<file path="config.mk">
export PLATFORM = sky130hd
export DESIGN_NAME = icache_l1_ctrl_flat
export DESIGN_NICKNAME = d
export VERILOG_FILES = /design/src/rtl/icache_l1_ctrl_pkg.sv /design/src/rtl/icache_l1_ctrl_if.sv /design/src/rtl/icache_l1_valid.sv /design/src/rtl/icache_l1_ctrl.sv /design/src/flat_wrapper.sv
export SDC_FILE = /design/constraint.sdc
export NUM_CORES = 1
export LEC_CHECK = 0
export BUFFER_PORTS_ARGS = -buffer_cell sky130_fd_sc_hd__buf_2
export CAP_MARGIN = 20
export CELL_PAD_IN_SITES_DETAIL_PLACEMENT = 1
export CELL_PAD_IN_SITES_GLOBAL_PLACEMENT = 2
export CORE_AREA = 2 2 379 381
export DETAILED_ROUTE_END_ITERATION = 6
export DIE_AREA = 0 0 381 383
export PLACE_DENSITY_LB_ADDON = 0.1
export SLEW_MARGIN = 20
export SYNTH_ARGS = -nofsm -noshare
export SYNTH_HDL_FRONTEND = slang
export SYNTH_SLANG_ARGS = --single-unit
</file>
<file path="constraint.sdc">
create_clock -name clk -period 4.8 [get_ports clk]
set_input_delay 1.44 -clock clk [delete_from_list [all_inputs] [get_ports clk]]
set_output_delay 1.44 -clock clk [all_outputs]
set_load 0.02 [all_outputs]
</file>
<file path="src/rtl/icache_l1_ctrl_pkg.sv">
// Shared types, widths and address-field helpers for the L1 instruction cache.
package icache_pkg;

    localparam int unsigned OFFSET_W = 5;
    localparam int unsigned INDEX_W  = 5;
    localparam int unsigned TAG_W    = 22;
    localparam int unsigned NUM_SETS = 1 << INDEX_W;

    typedef enum logic [1:0] {
        CHECK,
        FETCH,
        FILL
    } state_t;

    function automatic logic [INDEX_W-1:0] addr_index(input logic [31:0] a);
        return a[OFFSET_W +: INDEX_W];
    endfunction

    function automatic logic [2:0] addr_word(input logic [31:0] a);
        return a[4:2];
    endfunction

    function automatic logic [TAG_W-1:0] addr_tag(input logic [31:0] a);
        return a[31 -: TAG_W];
    endfunction

endpackage

</file>
<file path="src/rtl/icache_l1_ctrl_if.sv">
// CPU fetch port and physical-memory fill port of the L1 instruction cache.
interface icache_cpu_if;
    logic        mem_read;
    logic [31:0] mem_address;
    logic [31:0] mem_rdata;
    logic        mem_resp;

    modport master (output mem_read, mem_address, input mem_rdata, mem_resp);
    modport slave  (input mem_read, mem_address, output mem_rdata, mem_resp);
endinterface

interface icache_pmem_if #(
    parameter int unsigned LINE_W = 256
);
    logic              pmem_read;
    logic [31:0]       pmem_address;
    logic [LINE_W-1:0] pmem_rdata;
    logic              pmem_resp;

    modport master (output pmem_read, pmem_address, input pmem_rdata, pmem_resp);
    modport slave  (input pmem_read, pmem_address, output pmem_rdata, pmem_resp);
endinterface

</file>
<file path="src/rtl/icache_l1_valid.sv">
// Per-set valid bits with asynchronous read; reset beats flush beats set.
module icache_l1_valid
    import icache_pkg::*;
(
    input  logic               clk,
    input  logic               rst,
    input  logic               flush,
    input  logic               set,
    input  logic [INDEX_W-1:0] set_idx,
    input  logic [INDEX_W-1:0] rd_idx,
    output logic               valid
);

    logic [NUM_SETS-1:0] bits;

    always_ff @(posedge clk) begin
        if (rst) begin
            bits <= '0;
        end else if (flush) begin
            bits <= '0;
        end else if (set) begin
            bits[set_idx] <= 1'b1;
        end
    end

    assign valid = bits[rd_idx];

endmodule

</file>
<file path="src/rtl/icache_l1_ctrl.sv">
// Direct-mapped L1 I-cache controller: zero-wait hits, single-burst line fill on miss.
module icache_l1_ctrl
    import icache_pkg::*;
#(
    parameter int unsigned LINE_W = 256,
    parameter int unsigned TAG_W  = 22,
    parameter int unsigned CNT_W  = 32
) (
    input  logic                clk,
    input  logic                rst,
    icache_cpu_if.slave         cpu,
    icache_pmem_if.master       pmem,
    input  logic                flush,
    output logic [INDEX_W-1:0]  arr_index,
    output logic                arr_write,
    output logic [LINE_W-1:0]   data_in,
    input  logic [LINE_W-1:0]   data_out,
    output logic [TAG_W-1:0]    tag_in,
    input  logic [TAG_W-1:0]    tag_out,
    output logic [CNT_W-1:0]    hit_count,
    output logic [CNT_W-1:0]    miss_count
);

    state_t              state, state_n;
    logic [TAG_W-1:0]    miss_tag;
    logic [INDEX_W-1:0]  miss_idx;
    logic [LINE_W-1:0]   fill_buf;
    logic                post_fill;

    logic [TAG_W-1:0]    req_tag;
    logic [INDEX_W-1:0]  req_idx;
    logic [2:0]          req_word;
    logic                valid_rd;
    logic                hit;

    logic                resp;
    logic [31:0]         rdata;
    logic                p_read;
    logic [31:0]         p_addr;
    logic                set_valid;
    logic                unused_addr_bits;

    assign req_tag  = cpu.mem_address[31 -: TAG_W];
    assign req_idx  = addr_index(cpu.mem_address);
    assign req_word = addr_word(cpu.mem_address);
    assign unused_addr_bits = ^cpu.mem_address[1:0];

    icache_l1_valid u_valid (
        .clk     (clk),
        .rst     (rst),
        .flush   (flush),
        .set     (set_valid),
        .set_idx (miss_idx),
        .rd_idx  (req_idx),
        .valid   (valid_rd)
    );

    assign hit = cpu.mem_read & valid_rd & (tag_out == req_tag);

    always_comb begin
        state_n   = state;
        resp      = 1'b0;
        rdata     = '0;
        p_read    = 1'b0;
        p_addr    = '0;
        arr_index = req_idx;
        arr_write = 1'b0;
        data_in   = '0;
        tag_in    = '0;
        set_valid = 1'b0;
        case (state)
            CHECK: begin
                if (hit) begin
                    resp  = 1'b1;
                    rdata = data_out[{req_word, 5'b00000} +: 32];
                end else if (cpu.mem_read) begin
                    state_n = FETCH;
                end
            end
            FETCH: begin
                arr_index = miss_idx;
                p_read    = 1'b1;
                p_addr    = {miss_tag, miss_idx, 5'b00000};
                if (pmem.pmem_resp) begin
                    state_n = FILL;
                end
            end
            FILL: begin
                arr_index = miss_idx;
                arr_write = 1'b1;
                data_in   = fill_buf;
                tag_in    = miss_tag;
                set_valid = 1'b1;
                state_n   = CHECK;
            end
            default: state_n = CHECK;
        endcase
    end

    assign cpu.mem_resp      = resp;
    assign cpu.mem_rdata     = rdata;
    assign pmem.pmem_read    = p_read;
    assign pmem.pmem_address = p_addr;

    // post_fill marks the CHECK that answers a just-filled miss so it is not also counted as a hit
    always_ff @(posedge clk) begin
        if (rst) begin
            state      <= CHECK;
            miss_tag   <= '0;
            miss_idx   <= '0;
            fill_buf   <= '0;
            post_fill  <= 1'b0;
            hit_count  <= '0;
            miss_count <= '0;
        end else begin
            state     <= state_n;
            post_fill <= (state == FILL);
            if (state == CHECK && state_n == FETCH) begin
                miss_tag   <= req_tag;
                miss_idx   <= req_idx;
                miss_count <= miss_count + 1'b1;
            end
            if (state == FETCH && pmem.pmem_resp) begin
                fill_buf <= pmem.pmem_rdata;
            end
            if (state == CHECK && resp && !post_fill) begin
                hit_count <= hit_count + 1'b1;
            end
        end
    end

endmodule

</file>
<file path="src/flat_wrapper.sv">
// flat-port wrapper written by rule: the top's interface ports become plain ports
module icache_l1_ctrl_flat import icache_pkg::*;
#(
    parameter int unsigned LINE_W = 256,
    parameter int unsigned TAG_W  = 22,
    parameter int unsigned CNT_W  = 32
)
  (clk, rst, flush, arr_index, arr_write, data_in, data_out, tag_in, tag_out, hit_count, miss_count, cpu_mem_read, cpu_mem_address, cpu_mem_rdata, cpu_mem_resp, pmem_pmem_read, pmem_pmem_address, pmem_pmem_rdata, pmem_pmem_resp);
  icache_cpu_if cpu_i ();
  icache_pmem_if #(.LINE_W(LINE_W)) pmem_i ();
  input  logic clk;
  input  logic rst;
  input  logic flush;
  output logic [INDEX_W-1:0] arr_index;
  output logic arr_write;
  output logic [LINE_W-1:0] data_in;
  input  logic [LINE_W-1:0] data_out;
  output logic [TAG_W-1:0] tag_in;
  input  logic [TAG_W-1:0] tag_out;
  output logic [CNT_W-1:0] hit_count;
  output logic [CNT_W-1:0] miss_count;
  input wire logic [$bits(cpu_i.mem_read)-1:0] cpu_mem_read;
  input wire logic [$bits(cpu_i.mem_address)-1:0] cpu_mem_address;
  output wire logic [$bits(cpu_i.mem_rdata)-1:0] cpu_mem_rdata;
  output wire logic [$bits(cpu_i.mem_resp)-1:0] cpu_mem_resp;
  output wire logic [$bits(pmem_i.pmem_read)-1:0] pmem_pmem_read;
  output wire logic [$bits(pmem_i.pmem_address)-1:0] pmem_pmem_address;
  input wire logic [$bits(pmem_i.pmem_rdata)-1:0] pmem_pmem_rdata;
  input wire logic [$bits(pmem_i.pmem_resp)-1:0] pmem_pmem_resp;
  assign cpu_i.mem_read = cpu_mem_read;
  assign cpu_i.mem_address = cpu_mem_address;
  assign cpu_mem_rdata = cpu_i.mem_rdata;
  assign cpu_mem_resp = cpu_i.mem_resp;
  assign pmem_pmem_read = pmem_i.pmem_read;
  assign pmem_pmem_address = pmem_i.pmem_address;
  assign pmem_i.pmem_rdata = pmem_pmem_rdata;
  assign pmem_i.pmem_resp = pmem_pmem_resp;
  icache_l1_ctrl #(.LINE_W(LINE_W), .TAG_W(TAG_W), .CNT_W(CNT_W)) u_core (.clk(clk), .rst(rst), .cpu(cpu_i), .pmem(pmem_i), .flush(flush), .arr_index(arr_index), .arr_write(arr_write), .data_in(data_in), .data_out(data_out), .tag_in(tag_in), .tag_out(tag_out), .hit_count(hit_count), .miss_count(miss_count));
endmodule
</file>
Word-level counts from Yosys, hierarchy flattened
Index checks and enable logic that the tools add are counted.

operators by class
  bitwise gates (word level) = 3
  eq/ne operators = 4
  reduce and logical (&&, ||, !) cells = 9
  $lt $le $gt $ge = 3
  mux-type cells = 18
  $add $sub $neg = 2
  divide/modulo/power cells = 0
  shift operators = 1
  $mul = 0

operators by type and width
  cell                     count
  $mux W256                1
  $shiftx A256 B9 Y32      1
  $mux W32                 3
  $add A32 B1 Y32 const B  2
  $or A32 B32 Y32          1
  $eq A22 B22 Y1           1
  $mux W22                 1
  $lt A5 B6 Y1 const B     2
  $mux W1                  6
  $mux W2                  3
  $bmux W1 S5              1
  $demux W1 S5             1
  $ge A5 B1 Y1 const B     1
  $logic_and A1 B1 Y1      5
  $mux W5                  1
  $eq A2 B1 Y1 const B     2
  $pmux W2 S2              1
  $reduce_or A2 Y1         2
  $and A1 B1 Y1            2
  $eq A2 B2 Y1 const B     1
  $logic_not A2 Y1         1
  $logic_not A1 Y1         1

word-level totals
  memories = 0
  register bits = 382
  output and inout port bits = 414
  input bits = 571
  bits in latches = 0
  memory bits (writable) = 0
  word-level logic and storage cells = 48
  ROM bits = 0

Longest topological paths before layout
Gate-level depths: netlist of run 1.

  word-level depth = 8
  depth in mapped cells = 9
  gate-level depth less buffers = 8

By module
A second synthesis of run 1 with hierarchy kept.

unflattened totals
  cell total of the unflattened synthesis = 2303
  area, all modules = 18734.2 um^2

by module, submodules not included
  module           cells each  area an instance (um^2)  sequential area each (um^2)  instances
  icache_l1_ctrl   2145        17365.4                  7006.7                       1
  icache_l1_valid  158         1368.8                   640.6                        1

Worst setup path before layout of run 1
No wires, ideal clock.

  path type = input port to output port
  start point = in cpu_mem_address[6]
  end point = out cpu_mem_rdata[10]
  cell stages on the path = 8
  data arrival time = 3.248 ns
  data required time = 3.360 ns
  slack = 0.112 ns
  buffers on the path = 2
  path through = buf_6 -> mux4_1 -> a221o_1 -> nor2_4 -> nor4_1 -> nand2_1 -> clkbuf_1 -> nor2_1

between the ends
  cells in the longest elaborated chain, start to end = 6

ends and longest elaborated chain
  element                        line                   source
  start: declaration             flat_wrapper.sv:23     input wire logic [$bits(cpu_i.mem_address)-1:0] cpu_mem_address;
  $bmux W1 S5                    icache_l1_valid.sv:26  assign valid = bits[rd_idx];
  $mux W1 (implied by the code)  icache_l1_valid.sv:26
  $and A1 B1 Y1 (2 in a row)     icache_l1_ctrl.sv:58   assign hit = cpu.mem_read & valid_rd & (tag_out == req_tag);
  $mux W32                       icache_l1_ctrl.sv:73   if (hit) begin
  $mux W32                       icache_l1_ctrl.sv:71   case (state)
  end: declaration               flat_wrapper.sv:24     output wire logic [$bits(cpu_i.mem_rdata)-1:0] cpu_mem_rdata;

No other way between the ends. The select of a mux whose other input is x is not followed.

Worst setup path after layout of run 1
  start point = in cpu_mem_address[30]
  end point = out cpu_mem_rdata[15]

between the ends
  cells in the longest elaborated chain, start to end = 4

ends and longest elaborated chain
  element         line
  $eq A22 B22 Y1  icache_l1_ctrl.sv:58
  $and A1 B1 Y1   icache_l1_ctrl.sv:58
  $mux W32        icache_l1_ctrl.sv:73
  $mux W32        icache_l1_ctrl.sv:71

No other way between the ends.

==> impl_metrics.yaml, run 1 <==
logic_synthesis:
  async_flop_share_pct: 0
  synth-warning-count: 0
  yosys.area.top_type_share_pct: 39.1
  synthFlopType: "dfxtp_1"
  synthTopCellsByArea: "dfxtp_1 (39%), nand2_1 (10%), and2_1 (10%), a21oi_1 (8.2%), mux4_2 (7.7%)"
  synth_most_common_cell: "nand2_1"
  synth_common_cells: "nand2_1 (536), dfxtp_1 (382), a21oi_1 (322)"
  synth_area_leader_cell: "dfxtp_1"
  synth_edf_count: 0
  synth_area_per_cell_um2: 8.13
  syn_area_um2: 19500
  synth_cell_types: 53
  synth.yosys.seq_area_share_pct: 39.1
  synth_cells: 2405
  ys_ff_latch: 382
detailed_routing:
  drt_first_pass_iters: 4
  vias_per_cell: 4.07
  drc: 0
  ant_nets: 0
  first_iter_violations: 798
  routedWlPerCell_um: 24.5
  vias: 21641
  wirelength_um: 130000
setup_path:
  arrival_ns: 3.56
  cp-startpoint: "cpu_mem_address[30]"
  r2r_cells: 6
  reg2reg_from: "u_core.miss_count[17]"
  cp-start-kind: "input pin"
  crit_buf_inv: 5
  crit_path_end: "cpu_mem_rdata[15]"
  required_ns: 3.36
  crit_fanout: 8
  cpMaxStageDelayCell: "or4_4"
  regToRegSetupSlack_ns: 1.87
  cp_num_cells: 11
  crit_top_cell: "buf_4"
  r2r_end: "u_core.miss_count[31]"
  cp_top_family: "simple AND/OR/NAND/NOR gates"
  path_cells: "buf_4 > xnor2_2 > buf_4 > nand3_1 > or4_4 > nor4_4 > buf_4 > nand2_8 > buf_16 > nor2_4 > buf_6"
  crit_path_max_incr_delay_ns: 0.60
  endpoint_kind: "output pin"
  path_class: "input pin to output pin"
floorplanning:
  die_area_um2: 146000
  num_rows: 139
  die-height_um: 383
  start_util_pct: 13.7
  core-area_um2: 142000
  die_w_um: 381
  io_pins: 985
timing:
  worstMarginPinSlew_ns: 1.05
  setup_viol: 33
  maxSlewHeadroom_pct: 29.5
  min_period_over_period_pct: 104
  setup_slack_ns: -0.198
  fin_skew_ns: 0.0214
  whs_ns: 0.450
  tns_ns: -5.27
  fmax_mhz: 200
  min_period_ns: 5.00
  finalHoldViolations: 0
  maxSlewViolCount: 0
  rsz0062_at_grt: "true"
global_route:
  grt_start_max_net_pins: 119
  first_global_vias: 23193
  grt_pass1_wl_um: 179000
  grt_antenna_before_repair: 138
  track_usage_pct: 17.1
  grt.overflow.total: 0
clocking:
  cts-root-buf: "clkbuf_16"
  cts_inserted_buffers: 55
  clock_sinks: 382
  cts_tree: "yes"
  cts_max_level: 2
  clk_pin_slew_ns: 0.06
  clk_latency_ns: 0.63
  clockBufferDepth: 3
cells_and_area:
  area_growth_pct: 51.4
  drive_above_1_share_pct: 40.3
  final_nets: 3914
  final_util_pct: 20.8
power:
  power.leakage_nw: 12.8
  finalPower_mw: 8.78
  powerDensity_nw_per_um2: 297
  ir_drop_v: 0.000293
placed_design:
  post-dp-hpwl_um: 102000
  port-buffer-count: 977
  place_ws_ns: -0.511
  place.gp.congestion: 0.900
flow_run:
  timing.max_cap.violations: 0
outcome:
  violations: "setup timing"
  outcome: "complete, but fails checks"
min_path:
  hp-start: "u_core.fill_buf[185]"
  hp-class: "register to register"
-- worst min-delay path by stage --
stage | endpoint | slack (ns) | depth (start not counted)
after global placement | u_core.fill_buf[178] | 0.44 | 2
after detailed placement | u_core.fill_buf[199] | 0.45 | 2
after global routing | u_core.fill_buf[133] | 0.47 | 2
final | u_core.fill_buf[185] | 0.45 | 2
after floorplan | u_core.u_valid.bits[10] | 0.43 | 2
after CTS | u_core.fill_buf[199] | 0.45 | 2
-- registers in the layout, indices dropped and copies added, names as in the netlist --
name and count:
u_core.miss_tag 22, u_core.hit_count 32, u_core.fill_buf 256, u_core.miss_idx 5, u_core.u_valid.bits 32, u_core.miss_count 32, u_core.post_fill 1, u_core.state 2
-- routing by layer --
| metal | GRT usage, % | share of wire [%] | vias to the layer above |
|---|---|---|---|
| li1 | - | - | 9994 |
| met1 | 16.9 | 35 | 10528 |
| met2 | 33.0 | 55 | 792 |
| met3 | 4.73 | 6.2 | 315 |
| met4 | 7.42 | 4.2 | 12 |
| met5 | 0 | 0.065 | - |
-- cell families after synthesis --
family / Yosys count / synth area share, %
adder cells (fa/ha/maj): 5 / 0.320
XOR/XNOR: 22 / 0.986
AO/OA/AOI/OAI: 389 / 11.0
buffers and inverters: 219 / 4.58
AND/OR/NAND/NOR: 1216 / 30.1
other: 1 / 0.0192
multiplexers: 171 / 13.9
flip-flops: 382 / 39.1
-- worst reg2reg max path, delay by kind of cell (launching register included) --
| family | cells | cell delay, ns |
|---|---|---|
| DFF | 1 | 0.47 |
| AOI/OAI and AO/OA | 1 | 0.43 |
| muxes | 1 | 0.38 |
| and+or+nand+nor | 4 | 1.55 |
-- final cells by class --
cell class	count	area, um^2
fill	17019	113000
antenna	36	90.1
clock inverter	8	61.3
inverter	7	26.3
timing repair buffer	1084	6240
multi-input combinational	1808	11400
clock buffer	92	1730
sequential	382	7650
tap	1903	2380
-- stage by stage --
step                      instances  area [um^2]
final                          5320        29600
after global routing           5312        29600
after CTS                      5284        29300
after detailed placement       5177        27000
after global placement         5177        27000
after floorplan                2409        19600
-- cells in the final DEF, fill, tap and decap left out, types with 18 or more instances in the layout --
cell / netlist / routed
and2_1: 316 / 315
clkbuf_16: 0 / 57
dfxtp_1: 382 / 382
mux4_2: 67 / 68
nor2_1: 135 / 102
nor2b_1: 62 / 62
nor3_1: 29 / 29
a211oi_1: 23 / 23
buf_4: 6 / 90
buf_2: 4 / 937
nor2_4: 1 / 29
and3_1: 20 / 20
nand3_1: 57 / 57
clkbuf_1: 175 / 18
buf_6: 6 / 34
nand4_1: 26 / 26
nand2_1: 536 / 534
diode_2: 0 / 36
a21oi_1: 322 / 321
mux2i_1: 34 / 33
mux2_2: 63 / 63
o211ai_1: 31 / 31
-- report_power, final --
part | total [mW] | switching [mW] | internal, mW
clock | 4.14 | 1.71 | 2.43
combinational | 1.26 | 0.741 | 0.523
sequential | 3.37 | 0.0804 | 3.29
total | 8.78 | 2.53 | 6.24
-- timing repair --
action / CTS / global route
resized for setup: 121 / 41
setup buffers: 3 / 0
gates cloned: 4 / 0
hold buffers: 0 / 0
pin swaps: 11 / 15
endpoints found under the setup margin: 33 / 33
(Power assumes the default switching activity.)
==> run 2, diff against run 1 <==
--- a/config.mk
+++ b/config.mk
@@ -5,14 +5,16 @@
 export SDC_FILE = /design/constraint.sdc
 export NUM_CORES = 1
 export LEC_CHECK = 0
+export ABC_AREA = 1
 export BUFFER_PORTS_ARGS = -buffer_cell sky130_fd_sc_hd__buf_2
 export CAP_MARGIN = 20
 export CELL_PAD_IN_SITES_DETAIL_PLACEMENT = 1
 export CELL_PAD_IN_SITES_GLOBAL_PLACEMENT = 2
-export CORE_AREA = 2 2 379 381
+export CORE_AREA = 2 2 382 384
 export DETAILED_ROUTE_END_ITERATION = 6
-export DIE_AREA = 0 0 381 383
+export DIE_AREA = 0 0 384 386
 export PLACE_DENSITY_LB_ADDON = 0.1
+export RECOVER_POWER = 50
 export SLEW_MARGIN = 20
 export SYNTH_ARGS = -nofsm -noshare
 export SYNTH_HDL_FRONTEND = slang
==> impl_metrics.yaml, run 2 <==
outcome:
  outcome: "complete, but fails checks"
  violations: "capacitance limit, slew limit"
clocking:
  clockBufferDepth: 3
  cts_max_level: 2
  clk_latency_ns: 0.65
  clk_pin_slew_ns: 0.06
  hold_buffers: 0
  cts_tree: "yes"
  cts_inserted_buffers: 57
  cts-root-buf: "clkbuf_16"
  clock_sinks: 382
logic_synthesis:
  yosys.area_share.xor_xnor_pct: 2.60
  synth_area_leader_cell: "dfxtp_1"
  synth_cell_types: 36
  synth_edf_count: 0
  syn_area_um2: 20500
  synth_compound_area_share_pct: 15.7
  synth.yosys.seq_area_share_pct: 37.2
  synth_most_common_cell: "nor2_1"
  synth_top_family_by_area: "simple AND/OR/NAND/NOR gates"
  synthFlopType: "dfxtp_1"
  synthAdderAreaFrac_pct: 0.305
  synthMuxAreaShare_pct: 0
  yosys.area.top_type_share_pct: 37.2
  ys_ff_latch: 382
  synth_common_cells: "nor2_1 (793), nand2_1 (646), o21ai_0 (460)"
  synth_cells: 3340
  synthTopCellsByArea: "dfxtp_1 (37%), nor2_1 (14%), nand2_1 (12%), o21ai_0 (11%), inv_1 (7.7%)"
  synth_area_per_cell_um2: 6.15
  synth-warning-count: 0
  async_flop_share_pct: 0
  synthSimpleGateAreaFrac_pct: 31.8
timing:
  min_period_ns: 4.69
  worstMarginPinSlew_ns: 2.11
  maxSlewHeadroom_pct: -40.8
  setup_viol: 0
  min_period_over_period_pct: 97.7
  finalHoldViolations: 0
  fmax_mhz: 213
  maxSlewViolCount: 82
  fin_skew_ns: 0.0734
  whs_ns: 0.456
detailed_routing:
  drt_first_pass_iters: 5
  drc: 0
  vias: 24584
  routedWlPerCell_um: 20.9
  vias_per_cell: 3.96
  first_iter_violations: 923
  ant_nets: 0
  wirelength_um: 130000
power:
  ir_drop_v: 0.000300
  finalPower_mw: 9.05
  power.leakage_nw: 15.2
  powerDensity_nw_per_um2: 304
global_route:
  track_usage_pct: 16.5
  grt.overflow.total: 0
  grt_pass1_wl_um: 180000
  first_global_vias: 25075
  grt_antenna_before_repair: 101
  grt_start_max_net_pins: 131
cells_and_area:
  largest_reg_flops: 256
  area_growth_pct: 45.0
  drive_above_1_share_pct: 26.2
  final_cells: 6211
  layout_commonest_cell: "buf_2"
  fillers: 18185
  final_nets: 4814
  top_register: "u_core.fill_buf"
  final_cell_area_um2: 29800
  multiInputGateArea_um2: 10500
  final_cell_mix: "buf_2 (888), nor2_1 (781), nand2_1 (640)"
  regArea_um2: 7650
setup_path:
  crit_path_max_incr_delay_ns: 0.20
  crit_buf_inv: 4
  regToRegSetupSlack_ns: 0.64
  path_cells: "buf_2 > xnor2_2 > nand4_1 > nor4_4 > nand4_1 > nor2_2 > nand4_1 > buf_6 > clkbuf_16 > nor2_4 > buf_6"
  cp-startpoint: "cpu_mem_address[29]"
  path_class: "input pin to output pin"
  cp_num_cells: 11
  arrival_ns: 3.25
  required_ns: 3.36
  crit_path_end: "cpu_mem_rdata[28]"
  r2r_end: "u_core.fill_buf[251]"
  r2r_cells: 7
  crit_fanout: 8
  cp-start-kind: "input pin"
  reg2reg_from: "u_core.state[1]"
  endpoint_kind: "output pin"
  cpMaxStageDelayCell: "buf_6"
  cp_top_family: "simple AND/OR/NAND/NOR gates"
  crit_top_cell: "nand4_1"
placed_design:
  port-buffer-count: 977
  post-dp-hpwl_um: 98400
  dpl.cell_count: 6090
  post_dp_cell_area_um2: 27700
  place.gp.congestion: 0.815
flow_run:
  timing.max_cap.violations: 2
floorplanning:
  start_util_pct: 14.2
  die_area_um2: 148000
  io_pins: 985
  die_w_um: 384
  die-height_um: 386
  num_rows: 140
  core-area_um2: 145000
min_path:
  hp-class: "register to register"
run 2: final cells by class:
cell class / instances / share of cell area, %
Tap cell: 1917 / 8.06
Clock inverter: 8 / 0.530
Timing Repair Buffer: 1052 / 19.4
Antenna cell: 17 / 0.143
Multi-Input combinational cell: 2323 / 35.4
Sequential cell: 382 / 25.7
Inverter: 422 / 5.34
Clock buffer: 90 / 5.51
run 2: cells by family after synthesis:
| group | Yosys count |
|---|---|
| buffers and inverters | 639 |
| adder cells (fa/ha/maj) | 5 |
| XOR/XNOR | 61 |
| AO/OA/AOI/OAI | 620 |
| flip-flops | 382 |
| AND/OR/NAND/NOR | 1632 |
| other | 1 |
run 2: worst min-delay path by stage:
| stage | from | endpoint | slack (ns) | cells after the start |
|---|---|---|---|---|
| global route | u_core.u_valid.bits[2] | u_core.u_valid.bits[2] | 0.47 | 2 |
| CTS | u_core.u_valid.bits[16] | u_core.u_valid.bits[16] | 0.46 | 2 |
| finish | u_core.u_valid.bits[16] | u_core.u_valid.bits[16] | 0.46 | 2 |
| detailed placement | u_core.u_valid.bits[16] | u_core.u_valid.bits[16] | 0.45 | 2 |
| floorplan | u_core.u_valid.bits[6] | u_core.u_valid.bits[6] | 0.43 | 2 |
| global placement | u_core.u_valid.bits[6] | u_core.u_valid.bits[6] | 0.45 | 2 |
run 2: worst min-delay path, cell delays in order, from the launching register on:
cell and delay, ns:
dfxtp_1 0.29, inv_1 0.06, a21oi_1 0.06
run 2: stage by stage:
step                worst slack (ns)  utilization [%]  TNS (ns)
finish                         0.113             20.6         0
floorplan                      0.522                -         0
global placement              -0.150             19.2     -4.07
detailed placement            -0.180             19.2     -5.00
CTS                         0.000297             20.4         0
global route                 -0.0256             20.6   -0.0256
run 2: per-layer routing:
metal,vias up,track usage [%],part of all wire [%]
li1,12210,-,-
met1,11347,19.4,41
met2,686,27.8,47
met3,251,7.13,9.3
met4,90,3.25,1.8
met5,-,0,0.45
run 2: timing repair:
action                                  4_1_cts  5_1_grt
pin swaps                                     2       11
endpoints found under the setup margin       33       33
hold endpoints to repair                      0        0
gates cloned                                  0        2
gates resized for setup                       8       70
setup buffers                                 0        5
run 2: report_power, final:
part	internal, mW	leakage [nW]	switching (mW)	total, mW
Clock	2.48	0.864	1.73	4.21
Combinational	0.506	11.3	0.872	1.38
Sequential	3.36	3.11	0.113	3.47
